**config.mk**
```make
export PLATFORM = sky130hd
export DESIGN_NAME = frac_mul_unit
export DESIGN_NICKNAME = d
export VERILOG_FILES = /design/src/rtl/frac_mul_unit.sv
export SDC_FILE = /design/constraint.sdc
export NUM_CORES = 1
export LEC_CHECK = 0
export ABC_AREA = 0
export CAP_MARGIN = 20
export CORE_UTILIZATION = 55
export CTS_CLUSTER_SIZE = 24
export DETAILED_ROUTE_END_ITERATION = 12
export GPL_ROUTABILITY_DRIVEN = 0
export PLACE_DENSITY = 0.78
export SETUP_SLACK_MARGIN = 0.4
export SYNTH_ARGS = -nofsm -noshare
export SYNTH_HDL_FRONTEND = slang
export SYNTH_SLANG_ARGS = --single-unit
```
**constraint.sdc**
```tcl
create_clock -name clk -period 7.8 [get_ports clk]
set_clock_uncertainty 0.1 [all_clocks]
set_input_delay 1.56 -clock clk [delete_from_list [all_inputs] [get_ports clk]]
set_output_delay 1.56 -clock clk [all_outputs]
set_load 0.05 [all_outputs]
```
**src/rtl/frac_mul_unit.sv**
```systemverilog
// Sequential signed Q1.(n-1) fractional multiplier, radix-2 shift-add over n cycles.
// done is a one-cycle strobe intended as the register-file write enable.
module frac_mul_unit #(
  parameter int unsigned n   = 8,
  parameter bit          SAT = 1'b1
) (
  input  logic         clk,
  input  logic         reset,
  input  logic         start,
  input  logic [n-1:0] a,
  input  logic [n-1:0] b,
  output logic         busy,
  output logic         done,
  output logic [n-1:0] result
);

  localparam int unsigned W2 = 2 * n;
  localparam int unsigned CW = $clog2(n);
  localparam logic [n-1:0] MIN_VAL = {1'b1, {(n-1){1'b0}}};
  localparam logic [n-1:0] MAX_VAL = {1'b0, {(n-1){1'b1}}};

  typedef enum logic [1:0] {IDLE, CALC, DONE} state_t;

  state_t          state;
  logic [n-1:0]    a_r;
  logic [n-1:0]    b_r;
  logic [CW-1:0]   cnt;
  logic [W2-1:0]   acc;

  logic [W2-1:0]   pp_c;
  logic [W2-1:0]   acc_nxt_c;
  logic [n-1:0]    res_nxt_c;
  logic            last_c;
  logic            ovf_c;

  // Partial product for the current bit; the sign bit of b carries negative weight.
  always_comb begin
    pp_c      = {{n{a_r[n-1]}}, a_r} << cnt;
    acc_nxt_c = acc;
    last_c    = (cnt == CW'(n - 1));
    if (b_r[cnt]) begin
      acc_nxt_c = last_c ? (acc - pp_c) : (acc + pp_c);
    end
    ovf_c     = (a_r == MIN_VAL) && (b_r == MIN_VAL);
    res_nxt_c = (SAT && ovf_c) ? MAX_VAL : acc_nxt_c[W2-2:n-1];
  end

  always_ff @(posedge clk) begin
    if (reset) begin
      state  <= IDLE;
      busy   <= 1'b0;
      done   <= 1'b0;
      result <= '0;
      a_r    <= '0;
      b_r    <= '0;
      cnt    <= '0;
      acc    <= '0;
    end else begin
      done <= 1'b0;
      case (state)
        IDLE: begin
          if (start) begin
            a_r   <= a;
            b_r   <= b;
            cnt   <= '0;
            acc   <= '0;
            busy  <= 1'b1;
            state <= CALC;
          end
        end
        CALC: begin
          acc <= acc_nxt_c;
          cnt <= cnt + CW'(1);
          if (last_c) begin
            result <= res_nxt_c;
            busy   <= 1'b0;
            done   <= 1'b1;
            state  <= DONE;
          end
        end
        DONE: state <= IDLE;
        default: state <= IDLE;
      endcase
    end
  end

endmodule

```
After elaboration in Yosys (flattened, before gate mapping)
Index checks and enable logic that the tools add are counted.
W data, S select, Z words.
Word-level totals
  flip-flop bits (word level): 47
  output and inout port bits: 10
Cells by class
  add/sub/neg operators: 3
  $lt $le $gt $ge: 1
  equal/unequal tests: 7
  shift operators: 1
  multiplexer cells: 16
  bitwise operators: 1
  reduce and logical (&&, ||, !) cells: 10
Operators by type and width (number)
  $mux W16: 3
  $pmux W16 S2: 1
  $add A16 B16 Y16: 1
  $eq A8 B8 Y1 const B: 2
  $shl A16 B3 Y16: 1
  $sub A16 B16 Y16: 1
  $mux W8: 1
  $reduce_and A2 Y1: 4
  $ne A2 B2 Y1 const B: 3
  $pmux W3 S2: 1
  $reduce_and A3 Y1: 2
  $lt A3 B4 Y1 const B: 1
  $mux W1: 4
  $mux W2: 2
  $pmux W2 S2: 1
  $add A3 B1 Y3 const B: 1
  $bmux W1 S3: 1
  $eq A3 B3 Y1 const B: 1
  $mux W3: 1
  $eq A2 B1 Y1 const B: 1
  $logic_not A2 Y1: 1
  $pmux W1 S2: 1
  $reduce_bool A2 Y1: 1
  $reduce_or A2 Y1: 1
  2 further kinds: 2

Depth between registers and ports, before layout
  depth after elaboration: 5
  mapped depth: 21

Worst setup path before layout
No wires, ideal clock.
  path type: reg2reg
  from: reg cnt[1]
  to: reg result[7]
  library setup time: 60 ps
  arrival: 3867 ps
  required time: 7640 ps
  slack: 3772 ps
  stages on the path, launching flop included: 19
  buffers on the path: 3
  period minus slack after synthesis: 4028 ps
  cells stage by stage: dfxtp_1 > buf_2 > clkbuf_1 > mux4_2 > a2bb2oi_1 > a31oi_1 > nor2_1 > o21ai_0 > o21ai_0 > xnor2_1 > ha_1 > clkbuf_1 > nand2_1 > o21ai_0 > a221o_1 > xnor2_1 > nor2_4 > nor4bb_1 > a311o_1
On the way
  word-level cells in the longest chain between the ends: 5
  elaborated cells on any way between the ends: 10
Ends and longest elaborated chain
  start: declaration: line 27  | logic [CW-1:0] cnt;
  start signal: assignment: line 73  | cnt <= cnt + CW'(1);
  $shl A16 B3 Y16: line 38  | pp_c = {{n{a_r[n-1]}}, a_r} << cnt;
  $add A16 B16 Y16 or $sub A16 B16 Y16 (tied branches): line 42  | acc_nxt_c = last_c ? (acc - pp_c) : (acc + pp_c);
  $mux W16: line 42
  $mux W16: line 41  | if (b_r[cnt]) begin
  $mux W8: line 45  | res_nxt_c = (SAT && ovf_c) ? MAX_VAL : acc_nxt_c[W2-2:n-1];
  end signal: assignment: line 75  | result <= res_nxt_c;
  end: declaration: line 14  | output logic [n-1:0] result
Parallel ways exist; a longest one is shown, timed or not. The select of a mux whose other input is x is not followed.
A chain may end at the register's enable or synchronous reset.

Final worst setup path
  from: reg cnt[0]
  to: reg result[7]
The elaborated chain is that of the path after synthesis.

==> impl_metrics.toml <==
[logic_synthesis]
synth_top_area_share_pct = 28.46
async_flop_share_pct = 0
ys_seq_area_share_pct = 28.46
synth_edf_count = 0
synth_ff_type = "dfxtp_1"
synth_area_leader_cell = "dfxtp_1"
yosysUniqueCellTypes = 55
syn_inst = 413
syn_nets = 450
synth_area_leaders = "dfxtp_1 28%, nand2_1 6.8%, ha_1 6.6%"
ys_warn_count = 0
synth_area_sq_um = 3236
syn_area_per_cell_sq_um = 7.834
synth-seq-cells = 46

[floorplan]
die_area_sq_um = 6194
start_util_pct = 58.05
dieHeight_microns = 78.70
ios = 29
rows = 27
design.core.area_sq_um = 5574
die_w_microns = 78.70

[worst_setup_path]
required_ns = 7.96
cpMostUsedCell = "o21ai_0"
start_kind = "flop"
cp_slowest_cell = "dfxtp_1"
endpoint_kind = "flop"
ff2ff_path_depth = 14
critPathMaxFanout = 27
crit_chain = "mux4_2 -> a222oi_1 -> nand4_1 -> o21ai_0 -> o21ai_0 -> xor2_1 -> ha_1 -> a21oi_1 -> o21ai_0 -> a221o_1 -> xnor2_1 -> nor2_4 -> nor4bb_1 -> a311o_1"
worstPathArrival_ns = 5.05
critPathMaxStageDelay_ns = 0.98
crit_type = "flop to flop"

[run]
cap_violations = 0

[drt]
viasPerCell = 5.936
dr_total_vias = 2950
drt_iter0_markers = 161
drc = 0
totalWireLength_mm = 7.299
postRouteAntennaNets = 0
wl_per_cell_microns = 14.69
dr.pass1.iters = 4

[timing]
rsz0062_at_grt = "false"
fin_tns_setup_ns = 0
slew_violations = 0
period_share_pct = 62.64
hold_ws_ns = 0.3799
setup_viol = 0
relSlewSlack_pct = 31.82
layout_min_cycle_time_ns = 4.886
fmax_mhz = 204.7
worst_pin_slew_ns = 1.021
hold_viol_final = 0

[cts]
root_buffer = "clkbuf_8"
path_clk_slew_ns = 0.10
clk_latency_ns = 0.31
htreeDepth = 2
cts_buffers = 5
holdBufCountCts = 0
cts_tree = "built"
postCtsSetupRepairBufs = 0
cts.path.max_buffers = 2
clock-sinks = 46
postCtsResizedCells = 0

[min_path]
hold_class = "flop to flop"
holdPathStages = 2

[layout]
antenna_cells = 0
finalNetCount = 461
drive_above_1_share_pct = 6.118
syn2layout_area_growth_pct = 12.07

[status]
status = "complete, no violations"

[global_routing]
grt_pass1_wl_mm = 12.59
grt_usage_pct = 25.43
grt_max_degree = 50
antenna_found_initial = 0
grt_overflow = 0
first_global_vias = 2760

[place]
portBuffers = 28
hpwlAfterDp_mm = 5.381

[pwr]
p_per_area_nw_per_um2 = 170.0
max-vdd-ir-drop_mv = 0.1245
p_leak_nw = 1.380
-- per-layer routing --
layer	up-vias	global-route usage, %	part of all wire, %
met1	1373	30.87	44
met2	74	45.04	51
met4	0	8.704	1.7
li1	1491	-	-
met5	-	0	0
met3	12	4.368	3.6
-- path summary, 6_finish.rpt --
kind | start | to | slack [ns]
max | cnt[0] | result[7] | 2.91
min | b_r[5] | b_r[5] | 0.38
max reg2reg | cnt[0] | result[7] | 2.91
min reg2reg | b_r[5] | b_r[5] | 0.38
-- report_power, final --
part	internal (mW)	switching, mW	leakage [nW]
sequential	0.242	0.0135	0.374
clock	0.0962	0.0882	0.0585
combinational	0.0800	0.0961	0.948
-- sequential cells by signal (all words and copies together) (netlist names) --
name    flops
done        1
a_r         8
b_r         8
state       2
busy        1
acc        15
result      8
cnt         3
-- stage by stage --
stage / cell area (sq um) / instances / utilization, % / worst slack [ns] / total power, mW
CTS: 3618 / 496 / 64.92 / 2.875 / 0.6184
detailed placement: 3506 / 488 / 62.90 / 2.902 / 0.4364
global route: 3626 / 497 / 65.05 / 2.458 / 0.6499
global placement: 3506 / 488 / 62.90 / 3.120 / 0.4326
floorplan: 3236 / 413 / - / 3.772 / 0.3976
finish: 3626 / 497 / 65.05 / 2.914 / 0.6163
-- critical path: cells and delay by family (launching register included) --
kind,cells,cell delay [ns]
AO/OA/AOI/OAI,7,1.76
XOR/XNOR,2,0.43
adder cells (fa/ha/maj),1,0.36
flip-flops,1,0.98
multiplexers,1,0.62
AND/OR/NAND/NOR,3,0.58
-- area by class of cell --
class,instances,area [sq um]
clock buffer,5,68.82
clock inverter,3,43.79
fill,508,1948
inverter,13,48.80
multi-input combinational,328,2158
sequential,46,920.9
tap,72,90.09
timing repair buffer,30,295.3
-- synthesized netlist by cell type (all sizes together) (7+ instances only) --
| cell type | count |
|---|---|
| nand2 | 59 |
| a21oi | 30 |
| a31oi | 10 |
| xor2 | 10 |
| nor2 | 53 |
| o21ai | 17 |
| inv | 12 |
| xnor2 | 12 |
| mux2i | 10 |
| dfxtp | 46 |
| clkbuf | 20 |
| nor3 | 8 |
| nor2b | 9 |
| mux4 | 7 |
| ha | 17 |
-- kinds of logic after synthesis --
family	share of synthesized area, %
fa+ha+maj	7.192
flops	28.46
xor+xnor	5.955
simple gates	23.20
buf+inv	4.833
compound gates	21.00
mux	9.358
-- cells in the final DEF, fill, tap and decap left out, types with 4 or more instances in the layout --
| cell | netlist | routed |
|---|---|---|
| o21ai_0 | 17 | 17 |
| a211oi_1 | 6 | 6 |
| a31oi_1 | 10 | 10 |
| inv_1 | 12 | 12 |
| nor2_1 | 52 | 52 |
| a21oi_1 | 30 | 30 |
| xnor2_1 | 12 | 12 |
| nand2b_1 | 6 | 6 |
| nand2_1 | 59 | 59 |
| nand3_1 | 6 | 6 |
| xor2_1 | 10 | 10 |
| nor3_1 | 8 | 8 |
| clkdlybuf4s50_1 | 0 | 28 |
| ha_1 | 17 | 17 |
| mux4_2 | 7 | 7 |
| o31ai_1 | 4 | 4 |
| mux2_2 | 4 | 4 |
| o21a_1 | 5 | 5 |
| nor2b_1 | 9 | 9 |
| clkbuf_8 | 0 | 5 |
| nor3b_1 | 4 | 4 |
| and2_1 | 4 | 4 |
| a22oi_1 | 4 | 4 |
| a21o_1 | 4 | 4 |
| dfxtp_1 | 46 | 46 |
| mux2i_1 | 10 | 10 |
Power figures use the tool's default switching activity.
